<file path="config.mk">
export PLATFORM = sky130hd
export DESIGN_NAME = ntt_addr_gen_flat
export DESIGN_NICKNAME = d
export VERILOG_FILES = /design/src/rtl/ntt_addr_gen_if.sv /design/src/rtl/ntt_addr_gen.sv /design/src/flat_wrapper.sv
export SDC_FILE = /design/constraint.sdc
export NUM_CORES = 1
export LEC_CHECK = 0
export ABC_CLOCK_PERIOD_IN_PS = 8400
export CORE_UTILIZATION = 45
export DETAILED_ROUTE_END_ITERATION = 8
export HOLD_SLACK_MARGIN = 0.15
export PLACE_DENSITY_LB_ADDON = 0.2
export SLEW_MARGIN = 20
export SYNTH_ARGS = -nofsm -noshare
export SYNTH_HDL_FRONTEND = slang
export SYNTH_SLANG_ARGS = --single-unit
</file>
<file path="constraint.sdc">
create_clock -name clk -period 8.4 [get_ports clk]
set_clock_uncertainty 0.2 [all_clocks]
set_input_delay 0.84 -clock clk [delete_from_list [all_inputs] [get_ports clk]]
set_output_delay 0.84 -clock clk [all_outputs]
set_load 0.05 [all_outputs]
</file>
<file path="src/rtl/ntt_addr_gen_if.sv">
// Butterfly op stream from the NTT address sequencer to the poly-RAM datapath.
// The stream uses a valid/ready handshake.
interface ntt_addr_gen_if;
    logic        op_valid;
    logic        op_ready;
    logic [7:0]  op_addr_a;
    logic [7:0]  op_addr_b;
    logic [11:0] op_zeta;
    logic [2:0]  op_layer;
    logic        op_last;

    modport master (
        output op_valid,
        output op_addr_a,
        output op_addr_b,
        output op_zeta,
        output op_layer,
        output op_last,
        input  op_ready
    );

    modport slave (
        input  op_valid,
        input  op_addr_a,
        input  op_addr_b,
        input  op_zeta,
        input  op_layer,
        input  op_last,
        output op_ready
    );
endinterface

</file>
<file path="src/rtl/ntt_addr_gen.sv">
// ML-KEM NTT/INTT sequencer: walks 7 layers of 128 butterflies and emits one
// (addr_a, addr_b, zeta) op per handshake. It also emits a done pulse after the last op.
module ntt_addr_gen (
    input  logic              clk,
    input  logic              rst_n,
    input  logic              start,
    input  logic              mode,
    input  logic              abort,
    output logic              busy,
    output logic              done,
    ntt_addr_gen_if.master    op
);

    localparam int unsigned LogN    = 8;
    localparam int unsigned NLayers = 7;

    // 17^brv7(i) mod 3329
    localparam logic [11:0] ZetaNttTable [128] = '{
        12'd1,    12'd1729, 12'd2580, 12'd3289, 12'd2642, 12'd630,  12'd1897, 12'd848,
        12'd1062, 12'd1919, 12'd193,  12'd797,  12'd2786, 12'd3260, 12'd569,  12'd1746,
        12'd296,  12'd2447, 12'd1339, 12'd1476, 12'd3046, 12'd56,   12'd2240, 12'd1333,
        12'd1426, 12'd2094, 12'd535,  12'd2882, 12'd2393, 12'd2879, 12'd1974, 12'd821,
        12'd289,  12'd331,  12'd3253, 12'd1756, 12'd1197, 12'd2304, 12'd2277, 12'd2055,
        12'd650,  12'd1977, 12'd2513, 12'd632,  12'd2865, 12'd33,   12'd1320, 12'd1915,
        12'd2319, 12'd1435, 12'd807,  12'd452,  12'd1438, 12'd2868, 12'd1534, 12'd2402,
        12'd2647, 12'd2617, 12'd1481, 12'd648,  12'd2474, 12'd3110, 12'd1227, 12'd910,
        12'd17,   12'd2761, 12'd583,  12'd2649, 12'd1637, 12'd723,  12'd2288, 12'd1100,
        12'd1409, 12'd2662, 12'd3281, 12'd233,  12'd756,  12'd2156, 12'd3015, 12'd3050,
        12'd1703, 12'd1651, 12'd2789, 12'd1789, 12'd1847, 12'd952,  12'd1461, 12'd2687,
        12'd939,  12'd2308, 12'd2437, 12'd2388, 12'd733,  12'd2337, 12'd268,  12'd641,
        12'd1584, 12'd2298, 12'd2037, 12'd3220, 12'd375,  12'd2549, 12'd2090, 12'd1645,
        12'd1063, 12'd319,  12'd2773, 12'd757,  12'd2099, 12'd561,  12'd2466, 12'd2594,
        12'd2804, 12'd1092, 12'd403,  12'd1026, 12'd1143, 12'd2150, 12'd2775, 12'd886,
        12'd1722, 12'd1212, 12'd1874, 12'd1029, 12'd2110, 12'd2935, 12'd885,  12'd2154
    };

    typedef enum logic [1:0] {StIdle, StRun, StDone} state_e;

    typedef struct packed {
        logic [LogN-1:0] a;
        logic [LogN-1:0] b;
        logic [6:0]      zidx;
    } op_t;

    // sh = log2(len): forward len = 128>>l, inverse len = 2<<l.
    function automatic op_t calc_op(input logic inv, input logic [2:0] l, input logic [6:0] bf);
        logic [2:0]      sh;
        logic [6:0]      mask;
        logic [6:0]      g;
        logic [6:0]      off;
        logic [LogN-1:0] a;
        op_t             r;
        sh     = inv ? (l + 3'd1) : (3'd7 - l);
        mask   = 7'((8'd1 << sh) - 8'd1);
        g      = bf >> sh;
        off    = bf & mask;
        a      = (8'(g) << (4'(sh) + 4'd1)) + 8'(off);
        r.a    = a;
        r.b    = a + (8'd1 << sh);
        r.zidx = inv ? 7'((8'd128 >> l) - 8'd1 - 8'(g)) : 7'((8'd1 << l) + 8'(g));
        return r;
    endfunction

    state_e          state_q;
    logic            mode_q;
    logic [2:0]      layer_q;
    logic [6:0]      bfly_q;
    logic            busy_q;
    logic            done_q;
    logic            valid_q;
    logic            last_q;
    logic [LogN-1:0] addr_a_q;
    logic [LogN-1:0] addr_b_q;
    logic [11:0]     zeta_q;
    logic [2:0]      op_layer_q;

    logic [2:0]      nxt_layer;
    logic [6:0]      nxt_bfly;
    op_t             first_op;
    op_t             adv_op;
    logic            handshake;

    always_comb begin
        nxt_bfly  = bfly_q + 7'd1;
        nxt_layer = (bfly_q == 7'd127) ? (layer_q + 3'd1) : layer_q;
        first_op  = calc_op(mode, 3'd0, 7'd0);
        adv_op    = calc_op(mode_q, nxt_layer, nxt_bfly);
        handshake = valid_q && op.op_ready;
    end

    always_ff @(posedge clk or negedge rst_n) begin
        if (!rst_n) begin
            state_q    <= StIdle;
            mode_q     <= 1'b0;
            layer_q    <= 3'd0;
            bfly_q     <= 7'd0;
            busy_q     <= 1'b0;
            done_q     <= 1'b0;
            valid_q    <= 1'b0;
            last_q     <= 1'b0;
            addr_a_q   <= '0;
            addr_b_q   <= '0;
            zeta_q     <= 12'd0;
            op_layer_q <= 3'd0;
        end else if (abort) begin
            state_q <= StIdle;
            busy_q  <= 1'b0;
            done_q  <= 1'b0;
            valid_q <= 1'b0;
            last_q  <= 1'b0;
        end else begin
            case (state_q)
                StIdle: begin
                    done_q <= 1'b0;
                    if (start) begin
                        state_q    <= StRun;
                        mode_q     <= mode;
                        layer_q    <= 3'd0;
                        bfly_q     <= 7'd0;
                        busy_q     <= 1'b1;
                        valid_q    <= 1'b1;
                        last_q     <= 1'b0;
                        addr_a_q   <= first_op.a;
                        addr_b_q   <= first_op.b;
                        zeta_q     <= ZetaNttTable[first_op.zidx];
                        op_layer_q <= 3'd0;
                    end
                end
                StRun: begin
                    if (handshake) begin
                        if (last_q) begin
                            state_q <= StDone;
                            valid_q <= 1'b0;
                            last_q  <= 1'b0;
                            done_q  <= 1'b1;
                        end else begin
                            layer_q    <= nxt_layer;
                            bfly_q     <= nxt_bfly;
                            addr_a_q   <= adv_op.a;
                            addr_b_q   <= adv_op.b;
                            zeta_q     <= ZetaNttTable[adv_op.zidx];
                            op_layer_q <= nxt_layer;
                            last_q     <= (nxt_layer == 3'(NLayers - 1)) && (nxt_bfly == 7'd127);
                        end
                    end
                end
                StDone: begin
                    state_q <= StIdle;
                    done_q  <= 1'b0;
                    busy_q  <= 1'b0;
                end
                default: begin
                    state_q <= StIdle;
                    busy_q  <= 1'b0;
                    done_q  <= 1'b0;
                    valid_q <= 1'b0;
                    last_q  <= 1'b0;
                end
            endcase
        end
    end

    assign busy         = busy_q;
    assign done         = done_q;
    assign op.op_valid  = valid_q;
    assign op.op_addr_a = addr_a_q;
    assign op.op_addr_b = addr_b_q;
    assign op.op_zeta   = zeta_q;
    assign op.op_layer  = op_layer_q;
    assign op.op_last   = last_q;

endmodule

</file>
<file path="src/flat_wrapper.sv">
// flat-port wrapper written by rule: the top's interface ports become plain ports
module ntt_addr_gen_flat 
  (clk, rst_n, start, mode, abort, busy, done, op_op_valid, op_op_addr_a, op_op_addr_b, op_op_zeta, op_op_layer, op_op_last, op_op_ready);
  ntt_addr_gen_if op_i ();
  input  logic clk;
  input  logic rst_n;
  input  logic start;
  input  logic mode;
  input  logic abort;
  output logic busy;
  output logic done;
  output wire logic [$bits(op_i.op_valid)-1:0] op_op_valid;
  output wire logic [$bits(op_i.op_addr_a)-1:0] op_op_addr_a;
  output wire logic [$bits(op_i.op_addr_b)-1:0] op_op_addr_b;
  output wire logic [$bits(op_i.op_zeta)-1:0] op_op_zeta;
  output wire logic [$bits(op_i.op_layer)-1:0] op_op_layer;
  output wire logic [$bits(op_i.op_last)-1:0] op_op_last;
  input wire logic [$bits(op_i.op_ready)-1:0] op_op_ready;
  assign op_op_valid = op_i.op_valid;
  assign op_op_addr_a = op_i.op_addr_a;
  assign op_op_addr_b = op_i.op_addr_b;
  assign op_op_zeta = op_i.op_zeta;
  assign op_op_layer = op_i.op_layer;
  assign op_op_last = op_i.op_last;
  assign op_i.op_ready = op_op_ready;
  ntt_addr_gen u_core (.clk(clk), .rst_n(rst_n), .start(start), .mode(mode), .abort(abort), .busy(busy), .done(done), .op(op_i));
endmodule
</file>
==> reports/summary.txt <==
outcome: finished with violations
failing checks: design-rule violations
post_cts resized: 0
Root Buffer: clkbuf_16
Synth warnings: 0
Placer Congestion: 1.01
Vias/cell: 6.78
CP cell instances: ha_1 > nand4_2 > nor2_1 > mux2i_1 > ha_1 > nand2_1 > o21a_1 > and2_4 > and2_4 > a311oi_2 > a31oi_2 > inv_1 > ha_1 > fa_1 > mux2_2 > clkinv_1 > ha_1 > nor2_1 > nor3_1 > o31ai_1 > o21ai_0 > a21o_1 > a221o_1
DRT Pass-1 Iters: 9
synth unique cells: 79
Logic pwr share: 75.3%
Worst VDD drop: 0.000142 V
maximum clock insertion buffer count: 2
I/O pin cnt: 41
Switching Power: 0.00110 W
WL final: 23000 um
Power Density: 268 nW/um^2
GRT busiest layer: met1
sequential share of power: 14.4%
Max Clk Rate: 0.138 GHz
mapped cell area: 6530 um^2
global-route wire length before repair: 35900 um
Slew Limit Fails: 0
final antenna-violating net count: 0
number of post-CTS setup repair buffers: 0
Starting Density: 46.7%
width of the die: 122 um
clock slew at reported path FFs: 0.06 ns
placed cell areas: 6930 um^2
Mapped Cells: 921
Final Setup Violations: 0
hold slack: 0.286 ns
Antenna Cells: 0
clock power share: 10.3%
max cap viols: 0
H-Tree Depth: 2
area grow syn2layout: 8.38%
Post-CTS Hold Buffers: 0
Die Ht: 122 um
DR iter-0 viols: 1097
CP Capture Type: flip-flop
TritonCTS buffer count: 5
commonest cells after routing, fill and taps aside: nand2_1, nor2_1, o21ai_0, a21oi_1, ha_1
total negative setup slack: 0 ns
# DRC: 1
internal power: 0.000799 W
Tot GR Track Use: 30.8%
post-synthesis sequential area ratio: 17.3%
die area: 15000 um^2
Post-DP HPWL: 16000 um
row count: 43
Port Buf Inserts: 40
Pleak: 2.83 nW
Area contributors post-synth: dfrtp_1, ha_1, o21ai_0
slowest stage delay, CP: 0.62 ns
Synth Register Bits: 45
cell mode on critical path: ha_1
# fillers: 1411
Non-Filler Instances: 1084
layout cell share with drive strength beyond 1: 5.75%
worst path required time: 8.37 ns
Async SR Flop Fraction: 100%
Post-Syn Area per Cell: 7.09 um^2
met3 Usage GRT: 5.07%
vias in the first global route: 6422
core area: 14000 um^2
fin crit share: 86.2%
Final Hold Vio Count: 0
initial antenna violation count: 0
Switching Fraction: 57.9%
Worst Tran Pin Value: 0.998 ns
placed instance count: 1077
Arrival @ worst endpoint: 7.21 ns
Worst path slowest cell: ha_1
met1 usage: 47.2%
Post-Syn Nets: 981
Tmin final: 7.24 ns
total grt overflow: 0
nets: 964
clock latency at the later pin of the worst-skew pair: 0.29 ns
CP Class: reg -> reg
Yosys top cell area share: 17.3%
CTS tree: done
Primary FF master, synth: dfrtp_1
met2 GRT Util: 42.4%
RSZ-0062 raised after global routing: no
Via Count: 7346
fin util: 50.6%
Hold Path Class: reg -> reg
largest area contributor in the netlist: dfrtp_1
Post-synth EDFFs: 0
Relative slew margins: 33.5%
Design Area, Final: 7070 um^2
highest fanout seen on the critical path: 16
drt wl/cell: 21.2 um
pin count of the biggest net entering global routing: 67
crit start category: flip-flop
TritonCTS Sinks: 45
## sequential cells by signal (all words and copies together), names as in the netlist
register,cells
u_core.op.op_layer,3
u_core.busy,1
u_core.op.op_zeta,12
u_core.op.op_last,1
u_core.op.op_valid,1
u_core.bfly_q,7
u_core.mode_q,1
u_core.op.op_addr_a,8
u_core.op.op_addr_b,8
u_core.state_q,2
u_core.done,1
## power by group through the flow
stage | clock (W) | combinational [W] | sequential [W]
global placement | 0 | 0.00138 | 0.000275
CTS | 0.000199 | 0.00136 | 0.000271
finish | 0.000196 | 0.00143 | 0.000272
floorplan | 0 | 0.000906 | 0.000343
detailed placement | 0 | 0.00136 | 0.000274
global route | 0.000209 | 0.00151 | 0.000276
## cell families (layout without fill, tap and decap cells)
group	after synthesis	after routing	share of synthesized area (%)
xor gates and xnor gates	26	26	4.29
muxes	13	13	2.38
DFF	45	45	17.3
buffers and inverters	107	90	6.77
adders and majority gates	54	54	10.8
and+or+nand+nor	329	329	23.5
AOI/OAI and AO/OA	347	347	35.0
## critical path: cells and delay by family (launching register included)
kind                       cells  cell delay [ns]
adders and majority gates      5             2.00
and+or+nand+nor                7             1.55
AOI/OAI and AO/OA              7             1.55
muxes                          2             0.86
buffers and inverters          2             0.52
DFF                            1             0.45
## metrics by stage
step | setup slack, ns | power, W
finish | 1.16 | 0.00190
global route | 0.688 | 0.00199
CTS | 1.30 | 0.00184
detailed placement | 1.33 | 0.00163
global placement | 1.40 | 0.00165
floorplan | 2.23 | 0.00125
## final timing paths
check,start,to,slack [ns],cells after the start
setup / recovery,u_core.bfly_q[0]$_DFFE_PN0P_,u_core.op.op_zeta[10]$_DFFE_PN0P_,1.16,23
hold / removal,u_core.op.op_addr_b[2]$_DFFE_PN0P_,u_core.op.op_addr_b[2]$_DFFE_PN0P_,0.29,2
setup reg to reg,u_core.bfly_q[0]$_DFFE_PN0P_,u_core.op.op_zeta[10]$_DFFE_PN0P_,1.16,23
hold reg to reg,u_core.op.op_addr_b[2]$_DFFE_PN0P_,u_core.op.op_addr_b[2]$_DFFE_PN0P_,0.29,2
max in group asynchronous,rst_n,u_core.op.op_zeta[5]$_DFFE_PN0P_,7.25,1
min in group asynchronous,rst_n,u_core.op.op_layer[2]$_DFFE_PN0P_,0.33,1
## synth_stat cells (14+ instances only)
library cell	count
clkbuf_1	45
nor2_1	103
a21oi_1	79
a211oi_1	16
nand2_1	102
nor3_1	29
buf_2	20
o21ai_0	88
dfrtp_1	45
ha_1	50
xnor2_1	14
o211ai_1	21
nand3_1	26
inv_1	25
## layer usage
metal  wire [um]  vias to the layer above  share of wire, %
met4         873                        0               3.8
met5           0                        -                 0
met2        9430                      488                41
li1            -                     3382                 -
met3        2460                       92                11
met1       10200                     3384                45
## final cells by class
cell class              instances  area [um^2]  share of cell area [%]
flip-flops and latches         45         1130                    15.9
clock buffers                   5          125                    1.77
clock inverters                 2         16.3                   0.230
multi-input cells             769         4980                    70.4
repair buffers                 52          488                    6.90
inverters                      31          116                    1.65
well taps                     180          225                    3.18
Note: power is estimated with default switching activity, not from simulation.
